--- src/rtl/rv_pkg.sv ---
`default_nettype none
// ----------------------------------------------------------------------------
// rv_pkg : RV64 decode operation type and encoding constants
// Rev 1.0
// ----------------------------------------------------------------------------
package rv_pkg;

  localparam int XLEN = 64;

  typedef enum logic [5:0] {
    OP_ILLEGAL, OP_ADD, OP_ADDW, OP_SUB, OP_SUBW, OP_XOR, OP_OR, OP_AND,
    OP_ADDI, OP_ADDIW, OP_SLTI, OP_ANDI, OP_XORI, OP_ORI, OP_LUI, OP_AUIPC,
    OP_JAL, OP_JALR, OP_SLLI, OP_SRLI, OP_SRAI, OP_SLLIW, OP_SRLIW, OP_SRAIW,
    OP_MUL, OP_MULW, OP_DIV, OP_DIVU, OP_DIVW, OP_DIVUW, OP_REM, OP_REMU,
    OP_REMW, OP_REMUW
  } op_t;

  localparam logic [6:0] OPC_OP        = 7'b0110011;
  localparam logic [6:0] OPC_OP_32     = 7'b0111011;
  localparam logic [6:0] OPC_OP_IMM    = 7'b0010011;
  localparam logic [6:0] OPC_OP_IMM_32 = 7'b0011011;
  localparam logic [6:0] OPC_LUI       = 7'b0110111;
  localparam logic [6:0] OPC_AUIPC     = 7'b0010111;
  localparam logic [6:0] OPC_JAL       = 7'b1101111;
  localparam logic [6:0] OPC_JALR      = 7'b1100111;

  localparam logic [2:0] F3_ADD  = 3'b000;
  localparam logic [2:0] F3_SLL  = 3'b001;
  localparam logic [2:0] F3_SLT  = 3'b010;
  localparam logic [2:0] F3_XOR  = 3'b100;
  localparam logic [2:0] F3_SR   = 3'b101;
  localparam logic [2:0] F3_OR   = 3'b110;
  localparam logic [2:0] F3_AND  = 3'b111;
  localparam logic [2:0] F3_JALR = 3'b000;
  localparam logic [2:0] F3_MUL  = 3'b000;
  localparam logic [2:0] F3_DIV  = 3'b100;
  localparam logic [2:0] F3_DIVU = 3'b101;
  localparam logic [2:0] F3_REM  = 3'b110;
  localparam logic [2:0] F3_REMU = 3'b111;

  localparam logic [6:0] F7_BASE   = 7'b0000000;
  localparam logic [6:0] F7_ALT    = 7'b0100000;
  localparam logic [6:0] F7_MULDIV = 7'b0000001;

endpackage
`default_nettype wire

--- src/rtl/decode_stage_if.sv ---
`default_nettype none
// ----------------------------------------------------------------------------
// decode_stage_if : fetch-side and execute-side handshakes of the decode stage
// Rev 1.0
// ----------------------------------------------------------------------------
interface decode_stage_if import rv_pkg::*; #(
  parameter int XLEN = rv_pkg::XLEN
) ();
  logic            in_valid;
  logic            in_ready;
  logic [31:0]     in_instr;
  logic [XLEN-1:0] in_pc;
  logic            out_valid;
  logic            out_ready;
  op_t             out_op;
  logic [4:0]      out_rd;
  logic [4:0]      out_rs1;
  logic [4:0]      out_rs2;
  logic [XLEN-1:0] out_imm;
  logic [XLEN-1:0] out_pc;

  modport master (
    output in_valid, in_instr, in_pc, out_ready,
    input  in_ready, out_valid, out_op, out_rd, out_rs1, out_rs2, out_imm, out_pc
  );

  modport slave (
    input  in_valid, in_instr, in_pc, out_ready,
    output in_ready, out_valid, out_op, out_rd, out_rs1, out_rs2, out_imm, out_pc
  );
endinterface
`default_nettype wire

--- src/rtl/rv_decode_comb.sv ---
`default_nettype none
// ----------------------------------------------------------------------------
// rv_decode_comb : purely combinational RV64 instruction decoder
// Rev 1.0
// ----------------------------------------------------------------------------
module rv_decode_comb import rv_pkg::*; #(
  parameter int XLEN = rv_pkg::XLEN
) (
  input  logic [31:0]     instr_i,
  output op_t             op_o,
  output logic [4:0]      rd_o,
  output logic [4:0]      rs1_o,
  output logic [4:0]      rs2_o,
  output logic [XLEN-1:0] imm_o
);
  logic [6:0]      w_opcode;
  logic [2:0]      w_funct3;
  logic [6:0]      w_funct7;
  logic [5:0]      w_funct6;
  logic [XLEN-1:0] w_imm_i, w_imm_u, w_imm_j;

  assign w_opcode = instr_i[6:0];
  assign w_funct3 = instr_i[14:12];
  assign w_funct7 = instr_i[31:25];
  assign w_funct6 = instr_i[31:26];
  assign w_imm_i  = {{(XLEN-12){instr_i[31]}}, instr_i[31:20]};
  assign w_imm_u  = {{(XLEN-32){instr_i[31]}}, instr_i[31:12], 12'b0};
  assign w_imm_j  = {{(XLEN-21){instr_i[31]}}, instr_i[31], instr_i[19:12],
                     instr_i[20], instr_i[30:21], 1'b0};

  always_comb begin
    op_o = OP_ILLEGAL;
    case (w_opcode)
      OPC_OP: case ({w_funct7, w_funct3})
        {F7_BASE, F3_ADD}:    op_o = OP_ADD;
        {F7_ALT, F3_ADD}:     op_o = OP_SUB;
        {F7_BASE, F3_XOR}:    op_o = OP_XOR;
        {F7_BASE, F3_OR}:     op_o = OP_OR;
        {F7_BASE, F3_AND}:    op_o = OP_AND;
        {F7_MULDIV, F3_MUL}:  op_o = OP_MUL;
        {F7_MULDIV, F3_DIV}:  op_o = OP_DIV;
        {F7_MULDIV, F3_DIVU}: op_o = OP_DIVU;
        {F7_MULDIV, F3_REM}:  op_o = OP_REM;
        {F7_MULDIV, F3_REMU}: op_o = OP_REMU;
        default: ;
      endcase
      OPC_OP_32: case ({w_funct7, w_funct3})
        {F7_BASE, F3_ADD}:    op_o = OP_ADDW;
        {F7_ALT, F3_ADD}:     op_o = OP_SUBW;
        {F7_MULDIV, F3_MUL}:  op_o = OP_MULW;
        {F7_MULDIV, F3_DIV}:  op_o = OP_DIVW;
        {F7_MULDIV, F3_DIVU}: op_o = OP_DIVUW;
        {F7_MULDIV, F3_REM}:  op_o = OP_REMW;
        {F7_MULDIV, F3_REMU}: op_o = OP_REMUW;
        default: ;
      endcase
      OPC_OP_IMM: case (w_funct3)
        F3_ADD: op_o = OP_ADDI;
        F3_SLT: op_o = OP_SLTI;
        F3_XOR: op_o = OP_XORI;
        F3_OR:  op_o = OP_ORI;
        F3_AND: op_o = OP_ANDI;
        F3_SLL: if (w_funct6 == F7_BASE[6:1]) op_o = OP_SLLI;
        F3_SR: begin
          if (w_funct6 == F7_BASE[6:1])     op_o = OP_SRLI;
          else if (w_funct6 == F7_ALT[6:1]) op_o = OP_SRAI;
        end
        default: ;
      endcase
      // W-form shifts need the full funct7, so shamt[5] set falls out as illegal
      OPC_OP_IMM_32: case (w_funct3)
        F3_ADD: op_o = OP_ADDIW;
        F3_SLL: if (w_funct7 == F7_BASE) op_o = OP_SLLIW;
        F3_SR: begin
          if (w_funct7 == F7_BASE)     op_o = OP_SRLIW;
          else if (w_funct7 == F7_ALT) op_o = OP_SRAIW;
        end
        default: ;
      endcase
      OPC_LUI:   op_o = OP_LUI;
      OPC_AUIPC: op_o = OP_AUIPC;
      OPC_JAL:   op_o = OP_JAL;
      OPC_JALR:  if (w_funct3 == F3_JALR) op_o = OP_JALR;
      default: ;
    endcase
  end

  always_comb begin
    rd_o  = 5'd0;
    rs1_o = 5'd0;
    rs2_o = 5'd0;
    imm_o = {XLEN{1'b0}};
    case (op_o)
      OP_ILLEGAL: ;
      OP_LUI, OP_AUIPC: begin
        rd_o  = instr_i[11:7];
        imm_o = w_imm_u;
      end
      OP_JAL: begin
        rd_o  = instr_i[11:7];
        imm_o = w_imm_j;
      end
      OP_SLLI, OP_SRLI, OP_SRAI: begin
        rd_o  = instr_i[11:7];
        rs1_o = instr_i[19:15];
        imm_o = {{(XLEN-6){1'b0}}, instr_i[25:20]};
      end
      OP_SLLIW, OP_SRLIW, OP_SRAIW: begin
        rd_o  = instr_i[11:7];
        rs1_o = instr_i[19:15];
        imm_o = {{(XLEN-5){1'b0}}, instr_i[24:20]};
      end
      OP_ADDI, OP_ADDIW, OP_SLTI, OP_ANDI, OP_XORI, OP_ORI, OP_JALR: begin
        rd_o  = instr_i[11:7];
        rs1_o = instr_i[19:15];
        imm_o = w_imm_i;
      end
      default: begin
        rd_o  = instr_i[11:7];
        rs1_o = instr_i[19:15];
        rs2_o = instr_i[24:20];
      end
    endcase
  end
endmodule
`default_nettype wire

--- src/rtl/decode_stage.sv ---
`default_nettype none
// ----------------------------------------------------------------------------
// decode_stage : RV64 decoder followed by a 2-entry skid buffer
// Rev 1.0
// ----------------------------------------------------------------------------
module decode_stage import rv_pkg::*; #(
  parameter int XLEN  = rv_pkg::XLEN,
  parameter int CNT_W = 16
) (
  input  logic             clk,
  input  logic             rst_n,
  input  logic             flush,
  decode_stage_if.slave    bus,
  output logic [CNT_W-1:0] illegal_cnt
);
  typedef struct packed {
    op_t             op;
    logic [4:0]      rd;
    logic [4:0]      rs1;
    logic [4:0]      rs2;
    logic [XLEN-1:0] imm;
    logic [XLEN-1:0] pc;
  } entry_t;

  localparam entry_t ENTRY_RST = '{OP_ILLEGAL, 5'd0, 5'd0, 5'd0,
                                   {XLEN{1'b0}}, {XLEN{1'b0}}};

  op_t             w_op;
  logic [4:0]      w_rd, w_rs1, w_rs2;
  logic [XLEN-1:0] w_imm;
  entry_t          w_new;
  logic            w_push, w_pop;

  entry_t          main_q, main_d, skid_q, skid_d;
  logic            main_vld_q, main_vld_d, skid_vld_q, skid_vld_d;
  logic            in_ready_q, in_ready_d;
  logic [CNT_W-1:0] cnt_q, cnt_d;

  rv_decode_comb #(.XLEN(XLEN)) u_dec (
    .instr_i (bus.in_instr),
    .op_o    (w_op),
    .rd_o    (w_rd),
    .rs1_o   (w_rs1),
    .rs2_o   (w_rs2),
    .imm_o   (w_imm)
  );

  assign w_new  = '{w_op, w_rd, w_rs1, w_rs2, w_imm, bus.in_pc};
  assign w_push = bus.in_valid && in_ready_q && !flush;
  assign w_pop  = main_vld_q && bus.out_ready;

  // in_ready is low whenever skid holds data, so push and skid-drain never coincide
  always_comb begin
    main_d     = main_q;
    skid_d     = skid_q;
    main_vld_d = main_vld_q;
    skid_vld_d = skid_vld_q;
    cnt_d      = cnt_q;
    if (flush) begin
      main_vld_d = 1'b0;
      skid_vld_d = 1'b0;
    end else begin
      if (w_pop) begin
        if (skid_vld_q) begin
          main_d     = skid_q;
          skid_vld_d = 1'b0;
        end else if (w_push) begin
          main_d = w_new;
        end else begin
          main_vld_d = 1'b0;
        end
      end else if (w_push) begin
        if (main_vld_q) begin
          skid_d     = w_new;
          skid_vld_d = 1'b1;
        end else begin
          main_d     = w_new;
          main_vld_d = 1'b1;
        end
      end
      if (w_push && (w_op == OP_ILLEGAL) && (cnt_q != '1))
        cnt_d = cnt_q + CNT_W'(1);
    end
    in_ready_d = !skid_vld_d;
  end

  always_ff @(posedge clk or negedge rst_n) begin
    if (!rst_n) begin
      main_q     <= ENTRY_RST;
      skid_q     <= ENTRY_RST;
      main_vld_q <= 1'b0;
      skid_vld_q <= 1'b0;
      in_ready_q <= 1'b0;
      cnt_q      <= '0;
    end else begin
      main_q     <= main_d;
      skid_q     <= skid_d;
      main_vld_q <= main_vld_d;
      skid_vld_q <= skid_vld_d;
      in_ready_q <= in_ready_d;
      cnt_q      <= cnt_d;
    end
  end

  assign bus.in_ready  = in_ready_q;
  assign bus.out_valid = main_vld_q;
  assign bus.out_op    = main_q.op;
  assign bus.out_rd    = main_q.rd;
  assign bus.out_rs1   = main_q.rs1;
  assign bus.out_rs2   = main_q.rs2;
  assign bus.out_imm   = main_q.imm;
  assign bus.out_pc    = main_q.pc;
  assign illegal_cnt   = cnt_q;
endmodule
`default_nettype wire

--- src/flat_wrapper.sv ---
// flat-port wrapper written by rule: the top's interface ports become plain ports
module decode_stage_flat import rv_pkg::*;
#(
  parameter int XLEN  = rv_pkg::XLEN,
  parameter int CNT_W = 16
)
  (clk, rst_n, flush, illegal_cnt, bus_in_valid, bus_in_instr, bus_in_pc, bus_out_ready, bus_in_ready, bus_out_valid, bus_out_op, bus_out_rd, bus_out_rs1, bus_out_rs2, bus_out_imm, bus_out_pc);
  decode_stage_if #(.XLEN(XLEN)) bus_i ();
  input  logic clk;
  input  logic rst_n;
  input  logic flush;
  output logic [CNT_W-1:0] illegal_cnt;
  input wire logic [$bits(bus_i.in_valid)-1:0] bus_in_valid;
  input wire logic [$bits(bus_i.in_instr)-1:0] bus_in_instr;
  input wire logic [$bits(bus_i.in_pc)-1:0] bus_in_pc;
  input wire logic [$bits(bus_i.out_ready)-1:0] bus_out_ready;
  output wire logic [$bits(bus_i.in_ready)-1:0] bus_in_ready;
  output wire logic [$bits(bus_i.out_valid)-1:0] bus_out_valid;
  output wire logic [$bits(bus_i.out_op)-1:0] bus_out_op;
  output wire logic [$bits(bus_i.out_rd)-1:0] bus_out_rd;
  output wire logic [$bits(bus_i.out_rs1)-1:0] bus_out_rs1;
  output wire logic [$bits(bus_i.out_rs2)-1:0] bus_out_rs2;
  output wire logic [$bits(bus_i.out_imm)-1:0] bus_out_imm;
  output wire logic [$bits(bus_i.out_pc)-1:0] bus_out_pc;
  assign bus_i.in_valid = bus_in_valid;
  assign bus_i.in_instr = bus_in_instr;
  assign bus_i.in_pc = bus_in_pc;
  assign bus_i.out_ready = bus_out_ready;
  assign bus_in_ready = bus_i.in_ready;
  assign bus_out_valid = bus_i.out_valid;
  assign bus_out_op = bus_i.out_op;
  assign bus_out_rd = bus_i.out_rd;
  assign bus_out_rs1 = bus_i.out_rs1;
  assign bus_out_rs2 = bus_i.out_rs2;
  assign bus_out_imm = bus_i.out_imm;
  assign bus_out_pc = bus_i.out_pc;
  decode_stage #(.XLEN(XLEN), .CNT_W(CNT_W)) u_core (.clk(clk), .rst_n(rst_n), .flush(flush), .bus(bus_i), .illegal_cnt(illegal_cnt));
endmodule
--- config.mk ---
export PLATFORM = sky130hd
export DESIGN_NAME = decode_stage_flat
export DESIGN_NICKNAME = d
export VERILOG_FILES = /design/src/rtl/rv_pkg.sv /design/src/rtl/decode_stage_if.sv /design/src/rtl/rv_decode_comb.sv /design/src/rtl/decode_stage.sv /design/src/flat_wrapper.sv
export SDC_FILE = /design/constraint.sdc
export NUM_CORES = 1
export LEC_CHECK = 0
export ABC_AREA = 1
export ABC_CLOCK_PERIOD_IN_PS = 2400
export CAP_MARGIN = 10
export CORE_MARGIN = 2
export CORE_UTILIZATION = 51
export DETAILED_ROUTE_END_ITERATION = 12
export GPL_ROUTABILITY_DRIVEN = 0
export PLACE_DENSITY_LB_ADDON = 0.12
export SYNTH_ARGS = -nofsm -noshare
export SYNTH_HDL_FRONTEND = slang
export SYNTH_SLANG_ARGS = --single-unit
--- constraint.sdc ---
create_clock -name clk -period 2.4 [get_ports clk]
set_input_delay 0.24 -clock clk [delete_from_list [all_inputs] [get_ports clk]]
set_output_delay 0.24 -clock clk [all_outputs]
set_load 0.02 [all_outputs]
Word-level counts from Yosys, hierarchy flattened
Cells that the tools add are included.

Output and inout port bits: 167. Bits in registers: 317. Logic and storage cells: 119.

Reductions and logical operators: 25. Add/sub/neg operators: 1. Muxes and demuxes: 30. Eq/ne operators: 45. Bitwise operators: 2.

Operator list (number): $mux 149 (5); $pmux 64 s5 (1); $eq 6x5->1 const B (9); $eq 10x4->1 const B (5); $mux 5 (10); $pmux 5 s10 (1); $eq 6x4->1 const B (8); $pmux 6 s8 (1); $pmux 6 s7 (1); $pmux 5 s7 (1); $eq 10x3->1 const B (3); $eq 7x6->1 const B (4); $eq 7x5->1 const B (3); $reduce_or 17->1 (1); $add 16x1->16 const B (1); $ne 16x16->1 const B (1); $pmux 5 s3 (1); $eq 7x7->1 const B (2); $eq 3x3->1 const B (4); $logic_not 6->1 (2); $eq 10x9->1 const B (1); $logic_not 10->1 (1); $mux 1 (9); $reduce_and 4->1 (2); other kinds (17) (26).

Longest topological paths before layout
Word-level depth: 11. Gate-level depth with buffers: 18. Mapped depth without buffers: 18.

Hierarchy
From an unflattened synthesis, not the netlist that was laid out.

Cells, all modules: 2061. Area total of the unflattened synthesis: 15755.1 µm².

By module, submodules not included: decode_stage (times used 1, seq. area each 7932.6 µm², area an instance 14367.5 µm², cells each 1787); rv_decode_comb (times used 1, seq. area each 0.0 µm², area an instance 1387.6 µm², cells each 274).

Least setup slack after synthesis
Ideal clock, no wire load.

Kind: register to register. Start point: register u_core.main_vld_q (netlist: u_core.bus.out_valid). End point: register u_core.main_q, in the netlist u_core.bus.out_pc[23]. Path slack: 0.412 ns. Library setup time: 0.082 ns. Arrival time: 1.906 ns. Path buffers: 2. Data required time: 2.318 ns. Period minus slack after synthesis: 1.988 ns. Stages on the path, launching flop included: 11. Cell sequence: dfrtp_1 -> nand2_1 -> inv_1 -> nand2_1 -> inv_1 -> nand2_1 -> a21oi_1 -> clkbuf_1 -> clkbuf_1 -> nor2_1 -> a31oi_1.

Longest elaborated chain between the ends: 3.

RTL lines: start, declared (line decode_stage.sv:35) `logic main_vld_q, main_vld_d, skid_vld_q, skid_vld_d;`; start signal, assigned (line decode_stage.sv:98) `main_vld_q <= main_vld_d;`; $logic_and 1x1->1 (line decode_stage.sv:50) `assign w_pop = main_vld_q && bus.out_ready;`; $ne 2x1->1 (no source line) / $reduce_bool 2->1 (equally long branches); $reduce_and 4->1 (no source line); end signal, assigned (line decode_stage.sv:96) `main_q <= main_d;`; end, declared (line decode_stage.sv:34) `entry_t main_q, main_d, skid_q, skid_d;`.

Parallel ways exist; a longest one is shown, timed or not. A chain may end at the register's enable or synchronous reset.

Final worst setup path
Start point: input port bus_in_instr[28]. End point: register u_core.main_q, in the netlist u_core.bus.out_rs2[2].

Longest elaborated chain between the ends: 11.

RTL lines: start, declared (line flat_wrapper.sv:14) `input wire logic [$bits(bus_i.in_instr)-1:0] bus_in_instr;`; $eq 6x5->1 / $eq 7x6->1 (equally long branches) (line rv_decode_comb.sv:66, rv_decode_comb.sv:76); $mux 5 (on tied branches) (line rv_decode_comb.sv:66, rv_decode_comb.sv:76); $mux 5 (on tied branches) (line rv_decode_comb.sv:65, rv_decode_comb.sv:75); $pmux 5 s7 / $pmux 5 s3 (equally long branches) (line rv_decode_comb.sv:57, rv_decode_comb.sv:71); $pmux 6 s8 * (line rv_decode_comb.sv:33) `case (w_opcode)`; $eq 6x4->1 (tied with other cells) (line rv_decode_comb.sv:93) `case (op_o)`; $reduce_or 17->1 (no source line) *; $mux 5 * (line rv_decode_comb.sv:93); $mux 149 (on tied branches) (line decode_stage.sv:73, decode_stage.sv:67); $mux 149 (on tied branches) (line decode_stage.sv:72, decode_stage.sv:64); $mux 149 * (line decode_stage.sv:63) `if (w_pop) begin`.

Every way passes the cells marked *; elsewhere a longest branch is shown, timed or not. The select of a mux whose other input is x is not followed.

==> impl_metrics.yaml <==
status:
  status: "complete, no violations"
place:
  post-place-ws_ps: -228
  postPlaceCellArea_sq_mm: 0.0154
  io_buffers: 267
  dpl.hpwl_um: 21000
critical_path:
  startpoint_type: "primary input"
  cp_top_family: "simple AND/OR/NAND/NOR gates"
  critical_path_depth: 14
  critPathRequiredTime_ps: 2860
  cp-end-kind: "flip-flop"
  path_class: "in -> reg"
  reg2regPathDepth: 10
  path_buf_inv: 2
  cp_cell_sequence: "clkdlybuf4s50_1 > nor2_2 > nand3_2 > nor2_4 > nand2_1 > nor3_1 > nor2_2 > nand3_2 > nand2_1 > inv_2 > nand3_1 > nand2_1 > nand2_1 > nand2_1"
  arrival_ps: 2570
  crit_fanout: 10
  cpMaxStageDelayCell: "clkdlybuf4s50_1"
  crit_path_frequent_cell: "nand2_1"
  critPathMaxStageDelay_ps: 440
finish:
  final_area_sq_mm: 0.0163
  insertedDiodeCount: 0
  drive_gt1_share_pct: 9.93
  nNetsFinal: 1905
  final_cell_mix: "606 x nand2_1, 266 x clkdlybuf4s50_1, 253 x dfrtp_1"
  syn_to_final_growth_pct: 34.9
  layout_commonest_cell: "nand2_1"
synthesis:
  synth-seq-area-share_pct: 52.3
  yosys_most_used_dff: "dfrtp_1"
  synth_cell_types: 36
  synth_edf_count: 0
  synth_seq_cells: 253
  syn_area_per_cell_sq_um: 7.85
  syn_inst: 1544
  yosys_warnings: 0
  synth_fp_nets: 1646
  async_flop_share_pct: 100
  mappedNetlistArea_sq_mm: 0.0121
floorplanning:
  std_cell_rows: 56
  coreArea_sq_mm: 0.0234
  die_w_um: 158
  fp.dieH_um: 158
  start_util_pct: 51.8
  die_area_sq_mm: 0.0250
  pin_count: 268
job:
  cap_violations: 0
sta:
  worst_pin_slew_ps: 668
  fmax_ghz: 0.475
  fin_ws_ps: 293
  report.final.slew_viol_count: 0
  fin_tns_setup_ps: 0
  setup_violations: 0
  skew_ps: 14.7
  hold_violations: 0
  fin_crit_ps: 2110
  whs_ps: 263
  relSlewSlack_pct: 55.5
  rsz0062_at_grt: "no"
  fin_crit_sh_pct: 87.8
grt:
  grt_max_degree: 141
  overflow: 0
  grt_pass1_wl_um: 53000
  grt_pass1_vias: 10800
  antenna_found_initial: 0
  groute.usage.overall_pct: 26.2
cts:
  cts.sink_count: 253
  cts.clk_slew.worst_paths_ps: 60
  insertion_delay_ps: 540
  tritoncts: "yes"
  root_buffer: "clkbuf_16"
  clk_path_buf_depth: 3
  htreeDepth: 1
  post_cts_buffers: 0
  cts_made_buffers: 27
route:
  finalWirelength_um: 32700
  ant_nets: 0
  drtIter0Drc: 742
  drcViolationCount: 0
  vias_per_cell: 5.18
  vias: 11100
  post_drt_wl_per_cell_um: 15.2
  first_pass_iters: 5
pwr:
  p_leak_nw: 8.00
  design_power_total_mw: 12.4
  irDropWorstVdd_mv: 0.862
  p_per_area_mw_per_mm2: 756
min_path:
  holdCritPathClass: "in -> async"
## registers in the layout, summed over array words and instances, names as in the netlist, 5 cells and up
name                count
u_core.bus.out_rs1      5
u_core.bus.out_rs2      5
u_core.bus.out_rd       5
u_core.bus.out_pc      64
u_core.illegal_cnt     16
u_core.skid_q         117
u_core.bus.out_op       6
u_core.bus.out_imm     32
## per-layer routing
metal	global-route usage (%)	wire (um)	vias up
met4	7.46	809	0
met1	34.7	13800	5234
met5	0	0	-
li1	-	-	5417
met3	5.26	2430	65
met2	44.0	15600	385
## where the power goes
part	internal [mW]	total, mW	leakage [nW]	switching [mW]
sequential	5.02	5.47	3.17	0.449
combinational	1.16	2.54	4.38	1.37
clock	2.61	4.35	0.455	1.74
total	8.79	12.4	8.00	3.56
## stage by stage
stage	instances	util [%]
finish	2142	69.8
global route	2142	69.8
CTS	2142	69.8
detailed placement	2092	65.8
global placement	2092	65.8
floorplan	1544	-
## cells in the mapped netlist (9+ instances only)
cell type	count	area share (%)
o211ai_2	10	1.0
inv_1	59	1.8
nor2_1	168	5.2
a21oi_1	42	1.7
nor2_2	11	0.57
inv_2	12	0.37
dfrtp_1	253	52
buf_1	9	0.28
nand3_1	49	2.0
buf_4	35	2.2
nand2_1	607	19
a31oi_1	76	3.9
clkbuf_1	66	2.0
xor2_1	10	0.72
o21ai_0	69	2.9
## final cells by class
type | instances | area (sq um)
fillers | 1889 | 7060
repair buffers | 348 | 3460
well taps | 319 | 399
clock buffers | 38 | 787
clock inverters | 11 | 143
multi-input cells | 1102 | 4950
flip-flops and latches | 253 | 6330
inverters | 71 | 269
## kinds of logic after synthesis
| family | synth area share (%) |
|---|---|
| compound gates | 10.6 |
| xor+xnor | 1.01 |
| fa+ha+maj | 0.103 |
| buf+inv | 7.13 |
| flops | 52.3 |
| simple gates | 28.9 |
## worst paths after layout
check	start	endpoint	slack, ps
setup / recovery	bus_in_instr[28]	u_core.bus.out_rs2[2]	290
hold / removal	rst_n	u_core.bus.out_imm[8]	260
setup reg to reg	u_core.illegal_cnt[0]	u_core.illegal_cnt[12]	350
hold reg to reg	u_core.skid_q[62]	u_core.skid_q[62]	470
max in group asynchronous	rst_n	u_core.skid_q[37]	1390
min in group clk	bus_in_pc[59]	u_core.skid_q[59]	270
## what timing repair did
action | in CTS | in global routing
resized for setup | 0 | 0
hold endpoints to repair | 58 | 0
hold buffers | 1 | 0
No activity file was read; power rests on OpenSTA's default activity.
